**src/rtl/axis_decimator.sv**
```systemverilog
// AXI-Stream decimator: keeps one of every D input beats (tlast beats are always kept)
// and forwards them through a 2-entry skid buffer with a registered s00_axis_tready.
module axis_decimator #(
    parameter int C_S00_AXIS_TDATA_WIDTH = 32,
    parameter int C_M00_AXIS_TDATA_WIDTH = 32,
    parameter int DECIM_WIDTH            = 8
) (
    input  logic                                  s00_axis_aclk,
    input  logic                                  s00_axis_aresetn,
    input  logic [C_S00_AXIS_TDATA_WIDTH-1:0]     s00_axis_tdata,
    input  logic [C_S00_AXIS_TDATA_WIDTH/8-1:0]   s00_axis_tstrb,
    input  logic                                  s00_axis_tvalid,
    input  logic                                  s00_axis_tlast,
    output logic                                  s00_axis_tready,
    output logic [C_M00_AXIS_TDATA_WIDTH-1:0]     m00_axis_tdata,
    output logic [C_M00_AXIS_TDATA_WIDTH/8-1:0]   m00_axis_tstrb,
    output logic                                  m00_axis_tvalid,
    output logic                                  m00_axis_tlast,
    input  logic                                  m00_axis_tready,
    input  logic [DECIM_WIDTH-1:0]                decim_factor,
    output logic [15:0]                           frames_out,
    output logic [31:0]                           samples_in
);
    localparam int MSW = C_M00_AXIS_TDATA_WIDTH / 8;

    typedef enum logic {IDLE, RUN} state_t;

    state_t                      state, state_nxt;
    logic [DECIM_WIDTH-1:0]      phase, phase_nxt, d_eff, d_eff_nxt, d_in;
    logic                        accept, keep, push, pop, full_nxt;
    logic                        s_rdy, hd_vld, sk_vld;
    logic [C_M00_AXIS_TDATA_WIDTH-1:0] hd_data, sk_data;
    logic [MSW-1:0]              hd_strb, sk_strb;
    logic                        hd_last, sk_last;
    logic [15:0]                 frames_cnt;
    logic [31:0]                 samples_cnt;

    assign accept = s00_axis_tvalid & s_rdy;
    assign d_in   = (decim_factor == '0) ? DECIM_WIDTH'(1) : decim_factor;

    always_ff @(posedge s00_axis_aclk or negedge s00_axis_aresetn) begin
        if (!s00_axis_aresetn) begin
            state <= IDLE;
            phase <= '0;
            d_eff <= DECIM_WIDTH'(1);
        end else begin
            state <= state_nxt;
            phase <= phase_nxt;
            d_eff <= d_eff_nxt;
        end
    end

    // D is only latched on the first beat of a frame; tlast is kept even off-phase
    always_comb begin
        state_nxt = state;
        phase_nxt = phase;
        d_eff_nxt = d_eff;
        keep      = 1'b0;
        case (state)
            IDLE: begin
                if (accept) begin
                    keep      = 1'b1;
                    d_eff_nxt = d_in;
                    phase_nxt = '0;
                    if (!s00_axis_tlast) begin
                        state_nxt = RUN;
                        phase_nxt = (d_in == DECIM_WIDTH'(1)) ? '0 : DECIM_WIDTH'(1);
                    end
                end
            end
            RUN: begin
                if (accept) begin
                    keep = (phase == '0) || s00_axis_tlast;
                    if (s00_axis_tlast) begin
                        state_nxt = IDLE;
                        phase_nxt = '0;
                    end else if (phase == d_eff - DECIM_WIDTH'(1)) begin
                        phase_nxt = '0;
                    end else begin
                        phase_nxt = phase + DECIM_WIDTH'(1);
                    end
                end
            end
            default: state_nxt = IDLE;
        endcase
    end

    assign push = accept & keep;
    assign pop  = hd_vld & m00_axis_tready;
    // tready is registered, so it must already reflect the occupancy after this edge
    assign full_nxt = (hd_vld & sk_vld & ~pop) | (hd_vld & ~sk_vld & push & ~pop);

    always_ff @(posedge s00_axis_aclk or negedge s00_axis_aresetn) begin
        if (!s00_axis_aresetn) begin
            s_rdy   <= 1'b0;
            hd_vld  <= 1'b0;
            sk_vld  <= 1'b0;
            hd_data <= '0;
            hd_strb <= '0;
            hd_last <= 1'b0;
            sk_data <= '0;
            sk_strb <= '0;
            sk_last <= 1'b0;
        end else begin
            s_rdy <= ~full_nxt;
            if (pop) begin
                if (sk_vld) begin
                    hd_data <= sk_data;
                    hd_strb <= sk_strb;
                    hd_last <= sk_last;
                    sk_vld  <= 1'b0;
                end else if (push) begin
                    hd_data <= s00_axis_tdata;
                    hd_strb <= s00_axis_tstrb;
                    hd_last <= s00_axis_tlast;
                end else begin
                    hd_vld <= 1'b0;
                end
            end else if (push) begin
                if (!hd_vld) begin
                    hd_data <= s00_axis_tdata;
                    hd_strb <= s00_axis_tstrb;
                    hd_last <= s00_axis_tlast;
                    hd_vld  <= 1'b1;
                end else begin
                    sk_data <= s00_axis_tdata;
                    sk_strb <= s00_axis_tstrb;
                    sk_last <= s00_axis_tlast;
                    sk_vld  <= 1'b1;
                end
            end
        end
    end

    always_ff @(posedge s00_axis_aclk or negedge s00_axis_aresetn) begin
        if (!s00_axis_aresetn) begin
            frames_cnt  <= '0;
            samples_cnt <= '0;
        end else begin
            if (accept)
                samples_cnt <= samples_cnt + 32'd1;
            if (pop && hd_last)
                frames_cnt <= frames_cnt + 16'd1;
        end
    end

    assign s00_axis_tready = s_rdy;
    assign m00_axis_tvalid = hd_vld;
    assign m00_axis_tdata  = hd_data;
    assign m00_axis_tstrb  = hd_strb;
    assign m00_axis_tlast  = hd_last;
    assign frames_out      = frames_cnt;
    assign samples_in      = samples_cnt;

endmodule

```
**config.mk**
```make
export PLATFORM = sky130hd
export DESIGN_NAME = axis_decimator
export DESIGN_NICKNAME = d
export VERILOG_FILES = /design/src/rtl/axis_decimator.sv
export SDC_FILE = /design/constraint.sdc
export NUM_CORES = 1
export LEC_CHECK = 0
export ABC_AREA = 1
export BUFFER_PORTS_ARGS = -buffer_cell sky130_fd_sc_hd__buf_4
export CAP_MARGIN = 15
export CELL_PAD_IN_SITES_DETAIL_PLACEMENT = 0
export CELL_PAD_IN_SITES_GLOBAL_PLACEMENT = 1
export CORE_AREA = 5 5 122 211
export CTS_BUF_LIST = sky130_fd_sc_hd__clkbuf_16
export DETAILED_ROUTE_END_ITERATION = 10
export DIE_AREA = 0 0 127 216
export MAX_ROUTING_LAYER = met4
export PLACE_DENSITY_LB_ADDON = 0.1
export RECOVER_POWER = 25
export SETUP_SLACK_MARGIN = 0.2
export SYNTH_ARGS = -nofsm -noshare
export SYNTH_HDL_FRONTEND = slang
export SYNTH_SLANG_ARGS = --single-unit
```
**constraint.sdc**
```tcl
create_clock -name s00_axis_aclk -period 4.1 [get_ports s00_axis_aclk]
set_input_delay 0.82 -clock s00_axis_aclk [delete_from_list [all_inputs] [get_ports s00_axis_aclk]]
set_output_delay 0.82 -clock s00_axis_aclk [all_outputs]
set_load 0.05 [all_outputs]
```
# Word-level counts from Yosys, hierarchy flattened
# Cells that the tools add are included.
# classes
addsub,4
n_eq_ne,7
mux,37
bitwise,13
n_reduce_logical,13
# op_table
operator,count
$mux 32,5
$mux 8,5
$add 32x1->32 const B,1
$mux 4,5
$mux 1,19
$add 16x1->16 const B,1
$logic_not 8->1,2
$pmux 8 s2,1
$reduce_and 3->1,3
$add 8x1->8 const B,1
$and 1x1->1,8
$eq 8x1->1 const B,1
$eq 8x8->1,1
$ne 2x2->1 const B,4
$sub 8x1->8 const B,1
$reduce_and 2->1,3
$reduce_bool 2->1,3
$not 1->1,4
$pmux 1 s2,2
$ne 2x1->1 const B,1
$logic_and 1x1->1,1
$logic_or 1x1->1,1
$or 1x1->1,1
# totals
regBits,142
input_bits,49
word_cells,88

# Longest topological paths before layout
# Gate-level depths: netlist of run 1.
# logic_depth
ltp_word,9
ltp_mapped,13

# Least setup slack after synthesis of run 1
# OpenSTA, ideal clock, no wires.
# synth_timing
path_kind,register -> register
from,"reg samples_cnt[1], in the netlist samples_in[1]"
to,"reg samples_cnt[24], in the netlist samples_in[24]"
setup_time_ns,0.120
t_arrival_ns,1.882
required_ns,3.980
setup_slack_ns,2.099
path_stages_with_launch,11
path_buffers,0
period_less_slack_ns,2.001
cell_sequence,dfrtp_1 -> ha_1 -> nand3_1 -> nor2_2 -> nand2_2 -> nor2_2 -> nand3_2 -> nor2_2 -> nand3_1 -> nand2_1 -> nand2_1
# synth_between
elab_chain_len,1
# synth_lines
item,line_no,source
from (decl),36,logic [31:0] samples_cnt;
from (signal assigned),141,samples_cnt <= samples_cnt + 32'd1;
$add 32x1->32,141,
# No other way between the ends.
# A chain may end at the register's enable or synchronous reset.

==> results of run 1 <==
stage by stage:
stage               setup WS [ns]  hold WS [ns]  utilization, %
floorplan                    2.10         0.461               -
global placement             1.36         0.464            35.0
detailed placement           1.26         0.467            35.0
CTS                          1.73         0.453            37.6
global route                 1.17         0.480            37.4
finish                       1.75         0.467            37.4
cell type report:
cell class / instances / area share [%]
Sequential cell: 142 / 39.9
Multi-Input combinational cell: 565 / 33.2
Timing Repair Buffer: 143 / 11.9
Clock buffer: 17 / 4.77
Tap cell: 308 / 4.32
Inverter: 94 / 3.96
Clock inverter: 14 / 1.98
per-layer routing:
layer	vias to the layer above	GRT usage (%)
met1	2548	15.6
met3	9	3.34
li1	2877	-
met2	98	26.3
met5	-	-
met4	0	4.51
cell families (layout without fill, tap and decap cells):
kind of cell    after synthesis  count (layout)  share of synthesized area [%]
buf+inv                     123             268                           7.58
simple gates                374             374                           22.2
fa+ha+maj                     5               5                          0.887
xor+xnor                     54              54                           6.71
mux                           1               1                          0.160
flops                       142             142                           50.4
compound gates              131             131                           12.0
flip-flops by register name, summed over array words and instances, names as in the netlist, named ones only:
signal / flops
d_eff: 8
frames_out: 16
m00_axis_tstrb: 4
s00_axis_tready: 1
m00_axis_tvalid: 1
m00_axis_tdata: 32
sk_vld: 1
m00_axis_tlast: 1
sk_last: 1
sk_strb: 4
phase: 8
sk_data: 32
samples_in: 32
power by group:
group	internal [mW]	leakage, nW	switching, mW	total, mW
clock	1.01	0.294	0.602	1.61
combinational	0.754	2.29	1.68	2.43
sequential	1.86	1.76	0.296	2.16
total	3.62	4.34	2.58	6.20
final timing paths:
check	from	to	slack, ns	cells after the start
setup / recovery	s00_axis_aresetn	phase[2]	1.75	2
hold reg to reg	frames_out[15]	frames_out[15]	0.47	1
min in group asynchronous	s00_axis_aresetn	samples_in[12]	0.94	1
max in group s00_axis_aclk	s00_axis_tvalid	sk_data[22]	1.85	7
setup reg to reg	samples_in[0]	samples_in[26]	1.94	10
hold / removal	frames_out[15]	frames_out[15]	0.47	1
layout by cell type, fill, tap and decap left out, drive strengths merged, types with 2 or more instances in the layout:
master      n
a21boi      2
a21oi      41
buf       139
bufinv      4
clkbuf     21
clkinv      5
clkinvlp    2
dfrtp     141
ha          5
inv        97
nand2     219
nand3      33
nand3b      2
nand4       9
nor2       92
nor3       17
o21a       37
o21ai      50
xnor2      21
xor2       33
==> impl.org, run 1 <==
** Timing
- Final critical delay including setup and external delays :: about 2.3 ns
- The count of pins over their slew limit was 75.
- For the pin with the worst max-slew slack, the measured transition is a little under 2 ns.
- Derived from the worst setup path, the maximum achievable clock frequency is 0.426 GHz.
- Dividing the final minimum period by the clock period gives between 50% and 60%.
- Number of hold-slack violations in the final timing report :: 0
- RSZ-0062 raised after global routing :: false
- The worst pin sits at a relative slew slack of -29.6%.
- Clock Skew :: 0.00749 ns
- Adding up every negative setup slack in the final design gives 0 ns.
- Setup violations remaining at the end of the flow were counted as 0.

** Routing
- Routed length per instance :: 14.5 µm
- DRC violations left :: 0
- Wire length on met1 :: between 7000 and 8000 µm
- Number of iterations in the first detailed-routing pass :: 4
- Number of DRC violations after detailed-routing iteration 0 :: between 200 and 250
- After detailed routing, no signal wire sits above met4.
- Met2 WL post-DR :: slightly above 10,000 µm
- Summed over all nets, wire length on met3 after detailed routing comes to 794 µm.
- Detailed routing inserted a total of around 5,500 vias.
- After detailed routing, the number of vias per cell comes to about 4.3.
- Remaining antenna violation count :: 0
- The final layout contains routed wiring with a total length of 18,500 µm.

** Clock tree
- Clock H-tree levels :: 4
- Counting along the longest clock path gives a buffer depth of 2.
- Clock network latency to the later pin of the worst-skew pair :: around 0.42 ns
- Post-CTS Repair Setup Buffers :: 0
- After clock tree synthesis, the clock-pin slew on the worst setup and hold paths is about 0.060 ns.
- TritonCTS built the clock tree.
- TritonCTS created 17 clock buffers.
- Root Buffer :: clkbuf_16
- Post-CTS repair changed the size of 0 cells.
- Number of hold buffers added after CTS :: 0
- CTS saw ~140 sinks.

** Outcome
- Violated checks :: capacitance limit, slew limit
- The flow ran to the end, but the final reports show violations.

** Setup path
- On the worst path, the slowest cell contributes a delay of roughly 1.4 ns.
- CP Max Fanout :: 74
- The worst setup path is of the input pin to asynchronous set/reset pin kind.
- The signal on the critical path passes through clkbuf_2, clkbuf_1.
- Startpoint types :: input pin
- Crit path capture type :: asynchronous set/reset pin
- The slowest stage of the critical path belongs to the cell clkbuf_2.
- On the critical path the largest part of the delay comes from buffers and inverters.
- STA puts the critical path data required time at ~4.6 ns.
- Together, buffers and inverters on the worst path number 2.
- STA puts the critical path data arrival time at 2.82 ns.

** Layout
- Fill cell count :: ~2,600
- Proportion of layout cells with a drive suffix above 1 :: 21.5%
- Nets@finish :: 1,017
- The area growth from synthesis to layout is 26.4%.
- Summing all multi-input logic gate instances after layout gives approximately 0.0030 mm².
- Across the whole layout, storage elements account for between 0.003 and 0.004 mm².
- After the flow finishes, the layout carries non-filler instances totaling between 1,000 and 1,500.
- Antenna Diode Count :: 0
- The finished cells cover roughly 0.0089 mm².

** Synthesis
- After synthesis the netlist holds a flip-flop and latch count of ~140.
- Post-synthesis cell type count :: 35
- In the synthesized netlist the dominant register cell turns out to be dfrtp_1.
- Area of the mapped netlist :: 0.00705 mm²
- Synthesized instance count :: between 800 and 900
- Leading cell types by total area after synthesis :: dfrtp_1 (50%), nand2_1 (11%), inv_1 (5.0%)
- Most frequent cells after synthesis :: nand2_1 (214), dfrtp_1 (141), inv_1 (93), nor2_1 (83), o21ai_0 (49)
- Fraction of synthesis flops using an asynchronous set or reset pin :: 100%
- Synthesis produced a netlist with a net count of a little under 900.
- dfrtp_1 takes more of the synthesized area than any other cell.
- Of the post-synthesis cell area, the dominant cell type holds 50.0%.
- In this run the mean area of a mapped cell was ~8.5 µm².
- Most frequently used cell type in the post-synthesis netlist :: nand2_1
- The Yosys step of the flow raised 0 warnings.
- Summing the sequential cell areas from Yosys gives 50.4% of the chip area.
- In this run, synthesis inferred 0 flip-flops with an integrated enable.

** Placement
- Number of placed instances, taps included :: roughly 1,300
- After legalization and detailed placement, the total HPWL measured 13,700 µm.
- Summing all placed instances gives a cell area of about 0.0084 mm².
- At the end of routability-driven placement, the weighted congestion stood at 0.751.
- In this run the tool buffered the top-level ports with between 100 and 150 buffer cells.

** GRT
- The total overflow left after global routing is 0.
- Entering global routing, the biggest net connects 75 pins.
- First-pass GRT wire length :: around 31,000 µm
- The via count of the first global-routing pass came to between 5,000 and 6,000.
- Initial antenna violation count :: 0
- Total global-route track usage :: 14.5%

** Flow run
- Number of violations of the max-capacitance limit :: 1

** Floorplan
- Measured along the x axis, the die boundary spans roughly 130 µm.
- For this configuration, the core starts out at a cell density of between 20% and 30%.
- Row cnt :: 75
- The die covers roughly 0.027 mm².
- In this run the count of I/O pins placed on the die edge is 136.
- In this run the vertical extent of the chip is 216 µm.
- The total area inside the core boundary comes to about 0.024 mm².

** Power and ir drop
- Final total power :: 6.20 mW
- Leakage :: 4.34 nW
- Worst vdd ir :: about 360 µV
- Power density over the cells :: 695 mW/mm²

** Worst hold path
- Hold Crit Class :: flip-flop to flip-flop
(Power assumes the default switching activity.)
==> run 2: changes to the inputs <==
ABC_AREA = 0   (was 1)
CORE_AREA = 5 5 116 201   (was 5 5 122 211)
DIE_AREA = 0 0 121 206   (was 0 0 127 216)
clock period = 2.2 ns   (was 4.1 ns; I/O delays follow)
==> impl.org, run 2 <==
** Outcome
- Run status :: complete, but fails checks
- The checks that failed: setup timing.

** Power and ir drop
- Leakage :: 4.35 nW (+0.21%)
- The power per standard cell area was 1320 mW/mm² (+90%).
- The worst voltage drop across the vdd grid was 826 µV (+130%).
- Final total power :: 11.9 mW (+92%)

** Clock tree
- Clock tree synthesis selected as its root buffer the cell clkbuf_16.
- Buffer levels on the longest clock path :: 2 (unchanged)
- The number of sinks on the clock net was 142 (unchanged).
- Clock transition at the register clock pins on the worst setup and hold paths after CTS :: 0.06 ns (about the same)
- Clock buffers created by TritonCTS :: 17 (unchanged)
- Clock H-tree levels :: 4 (unchanged)
- Clock network latency to the later pin of the worst-skew pair :: 0.42 ns (about the same)
- Clock tree from TritonCTS :: built

** Layout
- The count of nets after finishing came to 782 (-23%).
- From synthesis to final layout, the design area changed by 42.4%.
- The final instance area is 0.00901 mm² (+1.0%).
- The count of antenna diodes in the layout is 0 (unchanged).
- The share of final-layout standard cells stronger than drive strength 1 came to 40.2% (+19 points).
- Leaving out fill and tap cells, the most frequent cell in the layout is buf_4.
- In the layout the commonest cells are buf_4 (162), dfrtp_1 (132), nand2_1 (65).

** Synthesis
- Largest area contributor in the synthesized netlist :: dfrtp_1
- Fraction of synthesis flops using an asynchronous set or reset pin :: 100% (unchanged)
- Top-area cell type share of the netlist area :: 55.8% (+5.7 points)
- Most frequent cells after synthesis :: dfrtp_1 (141), nand2_1 (65), o21ai_0 (44), mux2_2 (43), xnor2_1 (41)
- Yosys reg bits :: 142 (unchanged)
- Most frequently used cell type in the post-synthesis netlist :: dfrtp_1
- Net count of the mapped netlist :: 599 (-32%)
- Seq/Total Area, Yosys :: 56.2% (+5.8 points)
- Synthesized instance count :: 545 (-34%)
- Area of the mapped netlist :: 0.00633 mm² (-10%)
- Syn avg cell area :: 11.6 µm² (+37%)
- Leading cell types by total area after synthesis :: dfrtp_1 (56%), mux2_2 (7.7%), mux2i_1 (5.9%)
- The number of distinct standard cells referenced by the synthesized netlist is 47 (+34%).
- Number of enable-type register cells in the synthesized netlist :: 0 (unchanged)
- The count of synthesis-stage warnings from yosys came to 0 (unchanged).
- Most instantiated flip-flop cell in the synthesis netlist :: dfrtp_1

** GRT
- The first-pass GRT wire length is 25,400 µm (-17%).
- Total congestion overflow after global routing :: 0 (unchanged)
- Initial antenna violation count :: 0 (unchanged)
- Maximum number of pins on one net before global-route repair :: 51 (-32%)
- The via count of the first global-routing pass was 4,936 (-15%).
- The all-layer global routing usage came to 13.5% (-1.1 points).

** Timing
- Count of pins over their slew limit :: 0 (-100%)
- Final critical delay including setup and external delays :: 2.24 ns
- RSZ-0062 raised after global routing :: true
- For this run, the top clock speed supported by timing is approximately 0.45 GHz.
- Number of hold-slack violations in the final timing report :: 0 (unchanged)
- Clock Skew :: 0.00899 ns (+0.00150 ns)
- Normalized max-slew margin :: 7.68% (+37 points)
- The slew at the pin with the worst max-slew slack was 1.38 ns (-0.560 ns).
- Setup violation total in the final timing report :: 6 (+6)
- Worst hold-check slack :: 0.234 ns (-0.233 ns)
- Final Worst Setup Slack :: -0.0400 ns (-1.79 ns)
- Of the available clock period, the critical path in the final layout requires 102%.

** Setup path
- The critical path in this run is classified as flip-flop to flip-flop.
- Critical path's largest stage delay :: 0.42 ns (-0.94 ns)
- CP cell instances :: or3_4, or4_4, and4b_1, o2111a_2, or3_4, o21ai_2
- The slowest stage of the critical path belongs to the cell or4_4.
- STA classifies the critical path startpoint as a flip-flop.
- Crit path capture type :: flip-flop
- The largest driver fanout on the critical path was 5 (-93%).
- In this design, the critical path's most frequently occurring cell is or3_4.
- Cell class contributing the biggest share of worst-path delay :: simple AND/OR/NAND/NOR gates
- The worst endpoint data arrival time is 2.59 ns (-0.23 ns).
- The buffering stage count on the worst path with inverters included was 0 (-2).
- The required time of the worst setup path was 2.55 ns (-2.02 ns).

** Floorplan
- Initial standard-cell utilization of the core :: 29.5% (-0.037 points)
- The count of standard-cell rows was 71 (-5.3%).
- Die area :: 0.0249 mm² (-9.1%)
- Die height :: 206 µm (-4.6%)
- Core box area :: 0.0214 mm² (-10%)
- The I/O pin count was 136 (unchanged).
- Width of the chip :: 121 µm (-4.7%)

** Placement
- The placer's final routability congestion estimate came to 0.785 (+4.6%).
- The half-perimeter wire length of the detailed placement result came to 11,300 µm (-17%).
- Worst setup slack after placement :: -0.0345 ns (-1.30 ns)
- Instance area after placement :: 0.00797 mm² (-4.6%)
- The count of port buffers added during placement came to 135 (unchanged).

** Worst hold path
- The worst hold path belongs to the class input pin to flip-flop.

** Routing
- The count of vias placed by the detailed router is 4,774 (-14%).
- Number of iterations in the first detailed-routing pass :: 4 (unchanged)
- Wire length reported by the detailed router :: 17,100 µm (-7.9%)
- The count of routing violations after the opening detailed-route iteration was 142 (-42%).
- The via count normalized by instance count was 4.62 (+7.2%).
- The DRC violation count after routing came to 0 (unchanged).
- The wire length per cell is 16.5 µm (+14%).
- The count of nets left with antenna violations after detail routing was 0 (unchanged).

** Flow run
- The number of maximum-capacitance violations came to 0 (-1).
## run 2: worst reg2reg max path, delay by kind of cell, from the launching register on
kind	cells	cell delay, ns
compound gates	2	0.41
flops	1	0.37
simple gates	4	1.39
## run 2: stage by stage
| stage | utilization, % | instances | TNS, ns |
|---|---|---|---|
| 2_1_floorplan | - | 545 | -0.500 |
| 3_3_place_gp | 37.2 | 979 | -0.0345 |
| 3_5_place_dp | 37.2 | 979 | -0.128 |
| 4_1_cts | 39.9 | 1012 | -0.133 |
| 5_1_grt | 42.1 | 1033 | -2.09 |
| 6_report | 42.1 | 1033 | -0.148 |
## run 2: area by class of cell
type	count	area [µm²]
clock buffers	17	425
fillers	2102	12400
multi-input cells	371	2900
repair buffers	184	1570
flip-flops and latches	142	3570
well taps	292	365
clock inverters	15	131
inverters	12	45.0
## run 2: cell families after synthesis
family / count (synthesis) / synth area share, %
simple gates: 162 / 12.8
flops: 142 / 56.2
mux: 81 / 13.7
compound gates: 65 / 6.19
xor+xnor: 58 / 8.03
buf+inv: 32 / 2.08
fa+ha+maj: 5 / 0.989
## run 2: worst paths after layout
path	depth (start not counted)	startpoint	to	slack, ns
worst min-delay path	3	decim_factor[1]	d_eff[1]	0.23
worst min register to register	1	frames_out[15]	frames_out[15]	0.47
worst max-delay path	6	d_eff[2]	phase[0]	-0.04
min in group asynchronous	2	s00_axis_aresetn	samples_in[6]	0.88
worst max register to register	6	d_eff[2]	phase[0]	-0.04
max in group asynchronous	3	s00_axis_aresetn	m00_axis_tdata[11]	0.27
## run 2: timing repair
| item | CTS | global route |
|---|---|---|
| hold buffers | 1 | 0 |
| setup buffers | 0 | 14 |
| cloned | 0 | 7 |
| gates resized for setup | 3 | 67 |
| endpoints found under the hold margin | 22 | 0 |
| pin swaps | 4 | 4 |
| endpoints found under the setup margin | 83 | 86 |
## run 2: per-layer routing
| layer | track usage [%] | part of all wire, % | routed length (µm) |
|---|---|---|---|
| met5 | - | 0 | 0 |
| met4 | 5.31 | 1.2 | 201 |
| met2 | 23.5 | 55 | 9440 |
| met1 | 14.2 | 38 | 6570 |
| met3 | 4.00 | 5.0 | 857 |
## run 2: power breakdown
| group | switching (mW) | leakage [nW] | total (mW) | internal, mW |
|---|---|---|---|---|
| clock network | 1.12 | 0.277 | 2.76 | 1.64 |
| logic | 2.93 | 2.31 | 5.02 | 2.09 |
| registers | 0.605 | 1.77 | 4.11 | 3.51 |
